==> config.mk <==
export PLATFORM = sky130hd
export DESIGN_NAME = apb4_regfile
export DESIGN_NICKNAME = d
export VERILOG_FILES = /design/src/rtl/apb4_regfile_pkg.sv /design/src/rtl/apb4_wait_ctr.sv /design/src/rtl/apb4_regfile.sv
export SDC_FILE = /design/constraint.sdc
export NUM_CORES = 1
export LEC_CHECK = 0
export CORE_ASPECT_RATIO = 0.75
export CORE_UTILIZATION = 34
export CTS_BUF_LIST = sky130_fd_sc_hd__clkbuf_8
export DETAILED_ROUTE_END_ITERATION = 12
export SLEW_MARGIN = 0
export SYNTH_ARGS = -nofsm -noshare
export SYNTH_HDL_FRONTEND = slang
export SYNTH_SLANG_ARGS = --single-unit
==> constraint.sdc <==
create_clock -name PCLK -period 6.2 [get_ports PCLK]
set_clock_uncertainty 0.05 [all_clocks]
set_input_delay 0.62 -clock PCLK [delete_from_list [all_inputs] [get_ports PCLK]]
set_output_delay 0.62 -clock PCLK [all_outputs]
set_load 0.03 [all_outputs]
==> src/rtl/apb4_regfile_pkg.sv <==
// Shared types and decode helper for the APB4 register file.
// Latency: n/a (types and a pure combinational function).
// Backpressure: n/a.
package apb4_regfile_pkg;

  // The latched request is sized for the widest supported bus; narrower
  // instances zero-extend into it and use only the low bits.
  localparam int REQ_ADDR_W = 32;
  localparam int REQ_DATA_W = 32;
  localparam int REQ_STRB_W = REQ_DATA_W / 8;

  // Upper bound on register count, so the masks can be passed to decode_err
  // as fixed-width vectors.
  localparam int MAX_DEPTH = 256;

  // Wait counter width; covers WAIT_STATES up to 15.
  localparam int WAIT_CNT_W = 4;

  typedef struct packed {
    logic [REQ_ADDR_W-1:0] addr;
    logic                  write;
    logic [REQ_DATA_W-1:0] wdata;
    logic [REQ_STRB_W-1:0] strb;
    logic                  priv;
  } apb_req_t;

  // Error for a latched request: misaligned, out of range,
  // privilege violation, or write to a read-only register.
  function automatic logic decode_err(
    input logic [REQ_ADDR_W-1:0] addr,
    input logic                  write,
    input logic                  priv,
    input logic [MAX_DEPTH-1:0]  ro_mask,
    input logic [MAX_DEPTH-1:0]  priv_mask,
    input int unsigned           addr_lsb,
    input int unsigned           depth
  );
    logic [REQ_ADDR_W-1:0] low_mask;
    logic [REQ_ADDR_W-1:0] idx;
    logic misal, oor, priv_viol, ro_wr;
    low_mask  = (REQ_ADDR_W'(1) << addr_lsb) - REQ_ADDR_W'(1);
    misal     = |(addr & low_mask);
    idx       = addr >> addr_lsb;
    oor       = (idx >= depth);
    priv_viol = !oor && priv_mask[idx[7:0]] && !priv;
    ro_wr     = !oor && write && ro_mask[idx[7:0]];
    return misal | oor | priv_viol | ro_wr;
  endfunction

endpackage

==> src/rtl/apb4_wait_ctr.sv <==
// Counts ACCESS cycles and raises ready after WAIT_STATES stalled cycles.
// Latency: ready asserts in ACCESS cycle WAIT_STATES+1 (combinational output).
// Backpressure: holds its count while access is low; cleared by every SETUP.
module apb4_wait_ctr
  import apb4_regfile_pkg::*;
#(
  parameter int WAIT_STATES = 0
) (
  input  logic PCLK,
  input  logic PRESETn,
  input  logic setup,
  input  logic access,
  output logic ready
);

  logic [WAIT_CNT_W-1:0] wait_cnt;

  assign ready = access && (wait_cnt == WAIT_CNT_W'(WAIT_STATES));

  // Clear on SETUP, advance once per stalled ACCESS cycle.
  always_ff @(posedge PCLK or negedge PRESETn) begin
    if (!PRESETn) begin
      wait_cnt <= '0;
    end else if (setup) begin
      wait_cnt <= '0;
    end else if (access && !ready) begin
      wait_cnt <= wait_cnt + WAIT_CNT_W'(1);
    end
  end

endmodule

==> src/rtl/apb4_regfile.sv <==
// APB4 slave register bank with byte strobes, privilege/read-only checks and PSLVERR.
// Latency: PREADY in ACCESS cycle WAIT_STATES+1; read data and error are combinational.
// Backpressure: PREADY low for WAIT_STATES ACCESS cycles; dropping PSEL abandons the transfer.
module apb4_regfile
  import apb4_regfile_pkg::*;
#(
  parameter int               DATA_W      = 32,
  parameter int               ADDR_W      = 8,
  parameter int               DEPTH       = 16,
  parameter int               WAIT_STATES = 0,
  parameter logic [DEPTH-1:0] RO_MASK     = '0,
  parameter logic [DEPTH-1:0] PRIV_MASK   = '0,
  parameter logic [DATA_W-1:0] RESET_VAL  = '0
) (
  input  logic                PCLK,
  input  logic                PRESETn,
  input  logic                PSEL,
  input  logic                PENABLE,
  input  logic                PWRITE,
  input  logic [ADDR_W-1:0]   PADDR,
  input  logic [DATA_W-1:0]   PWDATA,
  input  logic [DATA_W/8-1:0] PSTRB,
  input  logic [2:0]          PPROT,
  output logic [DATA_W-1:0]   PRDATA,
  output logic                PREADY,
  output logic                PSLVERR
);

  localparam int STRB_W   = DATA_W / 8;
  localparam int ADDR_LSB = $clog2(STRB_W);
  localparam int MI_W     = (DEPTH > 1) ? $clog2(DEPTH) : 1;
  localparam logic [MAX_DEPTH-1:0] RO_EXT   = MAX_DEPTH'(RO_MASK);
  localparam logic [MAX_DEPTH-1:0] PRIV_EXT = MAX_DEPTH'(PRIV_MASK);

  // Illegal parameterisations stop elaboration.
  if (!(DATA_W == 8 || DATA_W == 16 || DATA_W == 32)) begin : g_bad_data_w
    $fatal(1, "apb4_regfile: DATA_W must be 8, 16 or 32");
  end
  if (ADDR_W <= ADDR_LSB || ADDR_W > REQ_ADDR_W) begin : g_bad_addr_w
    $fatal(1, "apb4_regfile: ADDR_W out of range");
  end
  if (DEPTH < 1 || DEPTH > MAX_DEPTH ||
      ((ADDR_W - ADDR_LSB) < 9 && DEPTH > (1 << (ADDR_W - ADDR_LSB)))) begin : g_bad_depth
    $fatal(1, "apb4_regfile: DEPTH exceeds address space");
  end
  if (WAIT_STATES < 0 || WAIT_STATES > 15) begin : g_bad_wait
    $fatal(1, "apb4_regfile: WAIT_STATES must be 0..15");
  end

  apb_req_t          req;
  logic              setup;
  logic              access;
  logic              active;
  logic              ready;
  logic              err;
  logic              commit;
  logic [MI_W-1:0]   mem_idx;
  logic [DATA_W-1:0] mem [DEPTH];
  logic              unused_pprot;

  // Only the privileged bit of PPROT takes part in decode.
  assign unused_pprot = ^PPROT[2:1];

  assign setup  = PSEL && !PENABLE;
  // An ACCESS only counts if a SETUP opened it, so a master that holds
  // PENABLE through reset or past completion cannot trigger a stray commit.
  assign access = PSEL && PENABLE && active;

  apb4_wait_ctr #(
    .WAIT_STATES(WAIT_STATES)
  ) u_wait_ctr (
    .PCLK   (PCLK),
    .PRESETn(PRESETn),
    .setup  (setup),
    .access (access),
    .ready  (ready)
  );

  // Track whether a SETUP-opened transfer is still in flight.
  always_ff @(posedge PCLK or negedge PRESETn) begin
    if (!PRESETn) begin
      active <= 1'b0;
    end else if (setup) begin
      active <= 1'b1;
    end else if (ready || !PSEL) begin
      active <= 1'b0;
    end
  end

  // Capture the request in SETUP; ACCESS-phase bus changes are ignored.
  always_ff @(posedge PCLK or negedge PRESETn) begin
    if (!PRESETn) begin
      req <= '0;
    end else if (setup) begin
      req.addr  <= REQ_ADDR_W'(PADDR);
      req.write <= PWRITE;
      req.wdata <= REQ_DATA_W'(PWDATA);
      req.strb  <= REQ_STRB_W'(PSTRB);
      req.priv  <= PPROT[0];
    end
  end

  assign mem_idx = MI_W'(req.addr >> ADDR_LSB);
  assign err     = decode_err(req.addr, req.write, req.priv, RO_EXT, PRIV_EXT,
                              ADDR_LSB, DEPTH);
  assign commit  = ready && req.write && !err;

  // Register array: reset to RESET_VAL, byte-lane writes on a clean completion.
  always_ff @(posedge PCLK or negedge PRESETn) begin
    if (!PRESETn) begin
      for (int i = 0; i < DEPTH; i++) begin
        mem[i] <= RESET_VAL;
      end
    end else if (commit) begin
      for (int b = 0; b < STRB_W; b++) begin
        if (req.strb[b]) begin
          mem[mem_idx][8*b +: 8] <= req.wdata[8*b +: 8];
        end
      end
    end
  end

  assign PREADY  = ready;
  assign PSLVERR = ready && err;
  // Read data is only driven on a clean read completion, otherwise zero.
  assign PRDATA  = (ready && !req.write && !err) ? mem[mem_idx] : '0;

endmodule

==> key figures, run 1 <==
Critical path
  – Reg2Reg Setup Slack: 1990 ps
  – Crit. End Element: output pin
  – Max incr delay on CP: 1000 ps
  – CP cell instances: nor4_2 -> nand3_2 -> buf_4 -> o22ai_1 -> clkdlybuf4s50_1
  – Crit path capture: PRDATA[28]
  – Required time of the critical path: 5530 ps
  – CP Data Arrival Time: 4360 ps
  – Crit path from: req[39]
  – Reg-to-Reg End: mem[138]
  – Worst R2R Start: req[39]
  – Slowest stage cell, crit path: nor4_2
  – Startpoint types: flop
  – Worst-path maximum fanout: 17
  – R2r worst-path depth: 4
  – Setup Crit Path Kind: flop to output pin

Floorplanning
  – Num rows: 86
  – Initial Util: 0.3448
  – Die W: 317.5 um
  – Die ar.: 0.07574 mm^2
  – Core ar.: 0.07360 mm^2
  – I/O pin count: 86
  – Die Y: 238.6 um

Clocking
  – H-tree depth: 3
  – CTS tree: built
  – CTS Buffer Depth: 3
  – Skew-Pair Late Insertion Delay: 690 ps
  – Inserted Clock Buffers: 90
  – Clock slew at reported path FFs: 60 ps
  – CTS Sinks: 562
  – # resized after CTS: 0
  – Root Buffer: clkbuf_8

GRT
  – Initial antenna violation count: 1
  – Global-route wire length before repair: 93740 um
  – Number of global-route vias before repair: 15.16k
  – Gr ovfl total: 0
  – Largest net degree at the start of global routing: 170
  – GRT Total Usage: 0.1619

Layout
  – Final instance area: 0.02890 mm^2
  – Nets: 1717
  – Layout cells sized above 1: 0.5038
  – Layout area overhead: 13.89%
  – Final non-filler cell total: 2697
  – Ant diodes: 0
  – Core Util, Final: 0.3926

Power and ir drop
  – P per Cell Area: 257.3 mW/mm^2
  – Comb power frac: 0.067
  – Seq pwr share: 0.533
  – Switching Share: 0.2614
  – Leak Pwr: 0.01378 uW
  – VDD IR-drop max: 0.0001624 V
  – P_sw: 1943 uW
  – Clock power frac: 0.401
  – Internal power: 5492 uW

STA
  – Final setup viols: 0
  – Hold Slack: 449.2 ps
  – Setup TNS: 0 ps
  – Hold Violations, Final: 0
  – RSZ-0062 raised after global routing: no
  – Least-Margin Pin Slew: 1243 ps
  – Crit share post-route: 0.8118
  – Slew headroom: 0.1682
  – Crit path time final: 5033 ps
  – Max Freq: 198.7 MHz
  – Max Slew Vio Count: 0

Yosys
  – Seq cells post-synth: 562
  – Share of the synthesized area in the top cell type: 0.5542
  – Area contributors post-synth: dfrtp_1 (55%), mux2_2 (24%), mux4_2 (11%)
  – Sequential area share after synthesis: 0.5542
  – Synth Flop Type: dfrtp_1
  – Synth Instances: 1565
  – Yosys warnings: 0
  – Fraction of registers with async set/reset: 1.000
  – Number of flops mapped to enable cells by yosys: 0
  – Synth cell types: 32
  – Largest area contributor in the netlist: dfrtp_1
  – Syn Nets: 1619
  – Syn Std Cell Area: 0.02538 mm^2
  – Syn_area_per_cell: 16.21 um^2

Route
  – Final WL: 59500 um
  – Via/cell ratio: 5.187
  – Via count: 13.99k
  – 1st-iter DRT viols: 899
  – Final routed DRC violation total: 0
  – WL/cell: 22.06 um
  – Post-DRT Antenna Nets: 0
  – Drt first pass iters: 5

Place
  – GPL Wtd Cong: 0.7594
  – Post-Place Cells: 2538
  – HPWL Detailed: 36680 um
  – PortBufs: 82
  – Area after DPL: 0.02721 mm^2

Worst hold path
  – Hold WC Path Type: flop to flop
  – Worst Hold Launch: mem[319]

Job
  – Max-cap violations: 0

Outcome
  – Outcome: complete, no violations
## flip-flops by register name, indices dropped and copies added, names as in the netlist
| register | cells |
|---|---|
| mem | 512 |
| req | 41 |
| mem_idx | 4 |
| u_wait_ctr.wait_cnt | 4 |
| active | 1 |
## worst max-delay path: cells and delay by family (launching register included)
family / cells / cell delay, ps
simple gates: 2 / 1700
buf+inv: 2 / 1250
flops: 1 / 400
compound gates: 1 / 330
## cells in the final DEF, fill, tap and decap left out, types with 4 or more instances in the layout
master / synthesis / routed
nor2b_1: 5 / 4
inv_1: 2 / 44
nand4_1: 8 / 8
nor2_2: 32 / 32
clkbuf_8: 0 / 105
dfrtp_1: 562 / 559
nand3_1: 11 / 10
mux2_4: 16 / 16
nor3_1: 6 / 6
o22ai_1: 32 / 32
clkinv_2: 0 / 6
nor2_8: 10 / 10
buf_4: 0 / 14
mux4_2: 128 / 128
mux2_2: 541 / 541
nand2_1: 22 / 21
clkdlybuf4s50_1: 0 / 81
nor2_1: 14 / 14
mux2i_1: 64 / 64
## cell usage after synthesis (3+ instances only)
cell / n
and4_1: 3
buf_1: 21
buf_2: 10
clkbuf_1: 61
dfrtp_1: 562
mux2_2: 541
mux2_4: 16
mux2i_1: 64
mux4_2: 128
nand2_1: 22
nand3_1: 11
nand4_1: 8
nor2_1: 14
nor2_2: 32
nor2_8: 10
nor2b_1: 5
nor3_1: 6
o22ai_1: 32
## how the worst min path moves through the flow
| stage | endpoint | slack (ps) | depth (start not counted) |
|---|---|---|---|
| after floorplan | active | 270 | 0 |
| after global placement | mem[499] | 430 | 1 |
| after detailed placement | mem[371] | 440 | 1 |
| after CTS | req[10] | 440 | 2 |
| after global routing | mem_idx[0] | 450 | 2 |
| final | mem[319] | 450 | 1 |
## power by group through the flow
| stage | Combinational, uW | Clock [uW] | Sequential, uW |
|---|---|---|---|
| final | 497 | 2980 | 3960 |
| after detailed placement | 509 | 0 | 4020 |
| after global placement | 502 | 0 | 4010 |
| after global routing | 540 | 3260 | 3980 |
| after CTS | 510 | 3090 | 3960 |
| after floorplan | 419 | 0 | 3850 |
## metal layers
metal	GRT usage	part of all wire	up-vias
met5	0	0.00022	-
met3	0.03558	0.043	106
li1	-	-	6074
met2	0.2435	0.44	285
met4	0.04648	0.023	2
met1	0.2342	0.49	7522
## layout make-up
class | instances | area [um^2]
timing repair buffer | 100 | 1001
sequential | 562 | 14070
fill | 6829 | 44700
clock buffer | 105 | 1445
inverter | 2 | 7.507
clock inverter | 53 | 229.0
multi-input combinational | 907 | 10930
tap | 968 | 1211
## kinds of logic (layout without fill, tap and decap cells)
group                    after synthesis  count (layout)  share of synthesized area
multiplexers                         749             749                     0.3884
flip-flops                           562             562                     0.5542
AND/OR/NAND/NOR                      119             119                    0.03146
buffers and inverters                 96             260                    0.01563
AO/OA/AOI/OAI                         34              34                   0.008284
XOR/XNOR                               3               3                   0.001036
adder cells (fa/ha/maj)                2               2                  0.0009860
## repair_timing
action,CTS,global route
hold buffers,1,0
setup buffers,0,0
hold endpoints to repair,72,0
## per-stage QoR
stage | setup slack [ps] | total power, uW
6_report | 1167 | 7435
5_1_grt | 1060 | 7782
4_1_cts | 1114 | 7558
3_5_place_dp | 1424 | 4533
3_3_place_gp | 1536 | 4516
2_1_floorplan | 3360 | 4267
Note: power is estimated with default switching activity, not from simulation.
==> inputs of run 2 (changes only) <==
==> constraint.sdc (replaced) <==
create_clock -name PCLK -period 5.1 [get_ports PCLK]
set_clock_uncertainty 0.05 [all_clocks]
set_input_delay 0.51 -clock PCLK [delete_from_list [all_inputs] [get_ports PCLK]]
set_output_delay 0.51 -clock PCLK [all_outputs]
set_load 0.03 [all_outputs]
==> run 2 against run 1 <==
  * Setup slack lost 540 ps
  * Cell area grew 0.78%
  * Via count increased by 0.55%
  * Clock power rose by 29%
  * Core utilization grew 0.31 points
  * Global-route usage increased by 0.066 points
  * Routed wire length grew 0.11%
  * Critical path depth stayed put
  * Flip-flop and latch count did not move
  * Sequential share of layout area fell by 0.38 points
  * Combinational power grew 20%
  * Final cell count rose by 0.11%
  * Critical path type unchanged
  * Largest power group unchanged
  * Highest routed layer is now met4
==> key figures, run 2 (same netlist as run 1, synthesis figures left out) <==
STA
  – Crit share post-route: 0.8777
  – Crit path time final: 4476 ps
  – Final setup viols: 0 (unchanged)
  – Slew headroom: 0.1941 (+0.02590)
  – Max Slew Vio Count: 0 (unchanged)
  – Hold Violations, Final: 0 (unchanged)
  – Least-Margin Pin Slew: 1199 ps (-44.24 ps)
  – Setup TNS: 0 ps (unchanged)
  – RSZ-0062 raised after global routing: no
  – Max Freq: 223.4 MHz

Critical path
  – Worst R2R Start: req[39]
  – R2r worst-path depth: 4 (unchanged)
  – Crit path from: mem_idx[0]
  – Crit. End Element: output pin
  – CP Data Arrival Time: 3920 ps (-440 ps)
  – Setup Crit Path Kind: flop to output pin
  – Worst-path maximum fanout: 47 (+30)
  – Startpoint types: flop
  – Required time of the critical path: 4540 ps (-990 ps)

Clocking
  – Clock slew at reported path FFs: 70 ps (about the same)
  – H-tree depth: 3 (unchanged)
  – CTS tree: built
  – Post-CTS setup buffers: 0 (unchanged)
  – CTS Buffer Depth: 3 (unchanged)
  – CTS Sinks: 562 (unchanged)
  – Inserted Clock Buffers: 88 (-2.2%)
  – Skew-Pair Late Insertion Delay: 680 ps (about the same)
  – Root Buffer: clkbuf_8

GRT
  – GRT Total Usage: 0.1625 (+0.0006588)
  – Global-route wire length before repair: 94700 um (+1.0%)
  – Gr ovfl total: 0 (unchanged)
  – Met1 usage: 0.2386 (+0.004387)
  – Number of global-route vias before repair: 15.27k (+0.73%)
  – Largest net degree at the start of global routing: 141 (-17%)
  – Met3 usage: 0.02974 (-0.005845)
  – Initial antenna violation count: 1 (unchanged)
  – Gr busiest metal: met2
  – M2 GR Usage: 0.2483 (+0.004785)

Outcome
  – Outcome: complete, no violations

Layout
  – Biggest register: mem
  – Ant diodes: 0 (unchanged)
  – Commonest non-fill, non-tap cells in the layout: dfrtp_1 (559), mux2_2 (541), mux4_2 (128), clkbuf_8 (114), clkdlybuf4s50_1 (81)
  – Nets: 1724 (+0.41%)
  – Max FFs per register: 512 (unchanged)
  – Most common cell after layout, fill and taps aside: dfrtp_1
  – Layout area overhead: 14.77%
  – Filler Cell Count: 6808 (-0.31%)
  – Top Registers: mem: 512 flops, req: 41 flops
  – Layout cells sized above 1: 0.5139 (+0.01010)

Floorplanning
  – Die Y: 238.6 um (unchanged)
  – Core ar.: 0.07360 mm^2 (unchanged)
  – Die ar.: 0.07574 mm^2 (unchanged)
  – I/O pin count: 86 (unchanged)
  – Num rows: 86 (unchanged)
  – Initial Util: 0.3448 (unchanged)
  – Die W: 317.5 um (unchanged)

Job
  – Max-cap violations: 0 (unchanged)

Route
  – 1st-iter DRT viols: 895 (-0.44%)
  – Final routed DRC violation total: 0 (unchanged)
  – Post-DRT Antenna Nets: 0 (unchanged)
  – Via count: 14.07k (+0.55%)
  – Via/cell ratio: 5.210 (+0.44%)
  – Drt first pass iters: 5 (unchanged)
  – Final WL: 59560 um (+0.11%)
  – WL/cell: 22.06 um (about the same)

Power and ir drop
  – Final Power: 9282 uW (+25%)
  – VDD IR-drop max: 0.0002036 V (+25%)
  – Leak Pwr: 0.01384 uW (+0.45%)
  – P per Cell Area: 318.7 mW/mm^2 (+24%)

Place
  – HPWL Detailed: 37660 um (+2.7%)
  – PortBufs: 82 (unchanged)
  – GPL Wtd Cong: 0.7406 (-2.5%)

Worst hold path
  – Hold path depth: 2 (+1)
  – Hold WC Path Type: input pin to flop
  – Worst Hold Launch: PWDATA[12]
-- run 2: cell types whose count changed in the layout (fill, tap and decap cells not counted), sizes merged --
cell	previous run	this run
buf	18	27
bufinv	0	2
inv	47	28
clkinv	6	8
clkbuf	105	114
-- run 2: worst max-delay path, stage by stage, from the launching register on --
cell and delay (ps):
dfrtp_4 1070, buf_12 370, mux4_2 530, mux2i_1 330
o22ai_1 220, clkdlybuf4s50_1 650
-- run 2: path summary, 6_finish.rpt --
| kind | slack [ps] | endpoint |
|---|---|---|
| hold reg to reg | 450 | mem[41] |
| min in group asynchronous | 450 | mem[29] |
| setup / recovery | 620 | PRDATA[0] |
| hold / removal | 400 | req[17] |
| max in group asynchronous | 3170 | mem[367] |
| setup reg to reg | 1080 | mem[258] |
-- run 2: where the power goes --
part / switching (uW) / internal, uW / total, uW
registers: 308 / 4530 / 4840
logic: 306 / 291 / 598
clock network: 1760 / 2090 / 3840
total: 2370 / 6910 / 9280
-- run 2: stage by stage --
stage | setup slack [ps] | utilization | hold WS [ps] | cell area, um^2 | cells
floorplan | 2370 | - | 164.4 | 25380 | 1565
global placement | 1028 | 0.3714 | 432.3 | 27330 | 2547
detailed placement | 1042 | 0.3714 | 438.3 | 27330 | 2547
CTS | 501.0 | 0.3957 | 328.9 | 29120 | 2700
global route | 374.2 | 0.3957 | 355.3 | 29120 | 2700
finish | 623.8 | 0.3957 | 395.7 | 29120 | 2700
-- run 2: layer usage --
layer  up-vias  share of wire
li1       6085              -
met1      7645           0.49
met2       246           0.46
met3        90          0.039
met4         0          0.018
met5         -              0
-- run 2: area by class of cell --
cell class / instances / area (um^2) / share of cell area
Clock buffer: 114 / 1569 / 0.05387
Timing Repair Buffer: 109 / 1119 / 0.03841
Tap cell: 968 / 1211 / 0.04159
Sequential cell: 562 / 14070 / 0.4833
Inverter: 2 / 7.507 / 0.0002578
Multi-Input combinational cell: 907 / 10930 / 0.3753
Clock inverter: 38 / 212.7 / 0.007303
-- run 2: timing repair --
action,CTS,global route
hold buffers,1,0
gates resized for setup,0,0
hold endpoints to repair,104,0
endpoints found under the setup margin,0,0
==> inputs of run 3 (changes only) <==
--- a/config.mk
+++ b/config.mk
@@ -9,6 +9,8 @@
 export CORE_UTILIZATION = 34
 export CTS_BUF_LIST = sky130_fd_sc_hd__clkbuf_8
 export DETAILED_ROUTE_END_ITERATION = 12
+export GPL_ROUTABILITY_DRIVEN = 0
+export RECOVER_POWER = 25
 export SLEW_MARGIN = 0
 export SYNTH_ARGS = -nofsm -noshare
 export SYNTH_HDL_FRONTEND = slang
==> run 3 against run 2 <==
  * The run now ends with max-capacitance violations, max-slew violations left
  * Combinational power barely moved
  * Worst hold slack improved by 1.0 ps
  * Global-route usage did not move
  * Die area did not move
  * Core utilization barely moved
  * Highest routed layer unchanged
==> key figures, run 3 (same netlist as run 1, synthesis figures left out) <==
Clocking
  – # resized after CTS: 0 (unchanged)
  – H-tree depth: 3 (unchanged)
  – CTS Sinks: 562 (unchanged)
  – Post-CTS setup buffers: 0 (unchanged)
  – Skew-Pair Late Insertion Delay: 680 ps (about the same)
  – Root Buffer: clkbuf_8
  – Clock slew at reported path FFs: 60 ps (about the same)
  – CTS Buffer Depth: 3 (unchanged)
  – CTS tree: built
  – Inserted Clock Buffers: 88 (unchanged)
  – # hold bufs at CTS: 1 (unchanged)

Power and ir drop
  – P per Cell Area: 318.8 mW/mm^2 (about the same)
  – VDD IR-drop max: 0.0002030 V (-0.31%)
  – Leak Pwr: 0.01383 uW (about the same)

Worst hold path
  – Worst Hold End: req[17]
  – Hold WC Path Type: input pin to flop
  – Worst Hold Launch: PWDATA[12]
  – Hold path depth: 2 (unchanged)

Route
  – Final WL: 59560 um (about the same)
  – Via count: 14.04k (-0.18%)
  – Final routed DRC violation total: 0 (unchanged)
  – WL/cell: 22.06 um (about the same)
  – Post-DRT Antenna Nets: 0 (unchanged)
  – Via/cell ratio: 5.200 (-0.18%)
  – Drt first pass iters: 4 (-1)
  – 1st-iter DRT viols: 821 (-8.3%)

GRT
  – GRT Total Usage: 0.1625 (unchanged)
  – Number of global-route vias before repair: 15.27k (unchanged)
  – Gr ovfl total: 0 (unchanged)
  – Initial antenna violation count: 1 (unchanged)
  – Global-route wire length before repair: 94700 um (unchanged)
  – Largest net degree at the start of global routing: 141 (unchanged)

Floorplanning
  – Core ar.: 0.07360 mm^2 (unchanged)
  – Num rows: 86 (unchanged)
  – I/O pin count: 86 (unchanged)
  – Die Y: 238.6 um (unchanged)
  – Initial Util: 0.3448 (unchanged)
  – Die ar.: 0.07574 mm^2 (unchanged)
  – Die W: 317.5 um (unchanged)

STA
  – Crit share post-route: 0.8821 (+0.004375)
  – Setup TNS: 0 ps (unchanged)
  – Slew headroom: -0.9729 (-1.167)
  – Least-Margin Pin Slew: 2959 ps (+1761 ps)
  – Hold Violations, Final: 0 (unchanged)
  – Crit path time final: 4498 ps (+22.31 ps)
  – RSZ-0062 raised after global routing: no
  – Max Freq: 222.3 MHz (-0.50%)
  – Final setup viols: 0 (unchanged)
  – Max Slew Vio Count: 107 (+107)

Place
  – HPWL Detailed: 37660 um (unchanged)
  – PortBufs: 82 (unchanged)

Job
  – Max-cap violations: 1 (+1)

Layout
  – Layout area overhead: 14.71% (about the same)
  – Max FFs per register: 512 (unchanged)
  – Top Registers: mem: 512 flops, req: 41 flops
  – Biggest register: mem
  – Core Util, Final: 0.3955 (about the same)
  – Layout cells sized above 1: 0.5133 (-0.0005774)
  – Most common cell after layout, fill and taps aside: dfrtp_1
  – Ant diodes: 0 (unchanged)
  – Nets: 1724 (unchanged)
  – Commonest non-fill, non-tap cells in the layout: dfrtp_1 (559), mux2_2 (541), mux4_2 (128), clkbuf_8 (114), clkdlybuf4s50_1 (81)

Critical path
  – Worst R2R Start: req[39]
  – CP Data Arrival Time: 3940 ps (+20 ps)
  – Setup Crit Path Kind: flop to output pin
  – Required time of the critical path: 4540 ps (about the same)
  – Worst-path maximum fanout: 47 (unchanged)
  – Reg-to-Reg End: mem[258]
  – R2r worst-path depth: 4 (unchanged)
  – Crit. End Element: output pin
  – Startpoint types: flop
  – Reg2Reg Setup Slack: 1070 ps (about the same)

Outcome
  – Failing checks: max-capacitance violations, max-slew violations
  – Outcome: finished with violations
run 3: report_power, final:
group          leakage [uW]  switching [uW]  internal, uW  total, uW
sequential          0.00775             307          4530       4840
combinational       0.00506             306           291        596
clock               0.00102            1760          2090       3850
total                0.0138            2370          6910       9280
run 3: metal layers:
metal	wire [um]	GRT usage
met3	2233	0.02974
met5	0	0
met1	28970	0.2386
met4	1041	0.03986
met2	27320	0.2483
run 3: worst max-delay path by stage:
stage	to	from	slack, ps	depth (start not counted)
finish	PRDATA[0]	mem_idx[0]	600	5
global route	PRDATA[2]	mem_idx[0]	370	5
CTS	PRDATA[4]	mem_idx[0]	500	5
detailed placement	PRDATA[31]	PENABLE	1040	7
global placement	PRDATA[31]	PENABLE	1030	7
floorplan	PRDATA[0]	u_wait_ctr.wait_cnt[0]	2370	8
run 3: area by class of cell:
cell class              instances  area [um^2]
clock inverters                38        212.7
fillers                      6811        44490
well taps                     968         1211
clock buffers                 114         1569
repair buffers                109         1102
inverters                       2        7.507
flip-flops and latches        562        14070
multi-input cells             907        10930
run 3: metrics by stage:
step	setup slack, ps	std cells	total power, uW	area, um^2	hold slack [ps]
2_1_floorplan	2370	1565	5187	25380	164.4
3_3_place_gp	1028	2547	5506	27330	432.3
3_5_place_dp	1042	2547	5532	27330	438.3
4_1_cts	501.0	2700	9418	29120	328.9
5_1_grt	374.2	2700	9693	29110	355.3
6_report	601.5	2700	9280	29110	396.7
run 3: worst max-delay path, cell delays in order, from the launching register on:
cell and delay, ps:
dfrtp_4 1070, buf_12 370, mux4_2 530, mux2i_1 340
o22ai_1 230, clkdlybuf4s50_1 650
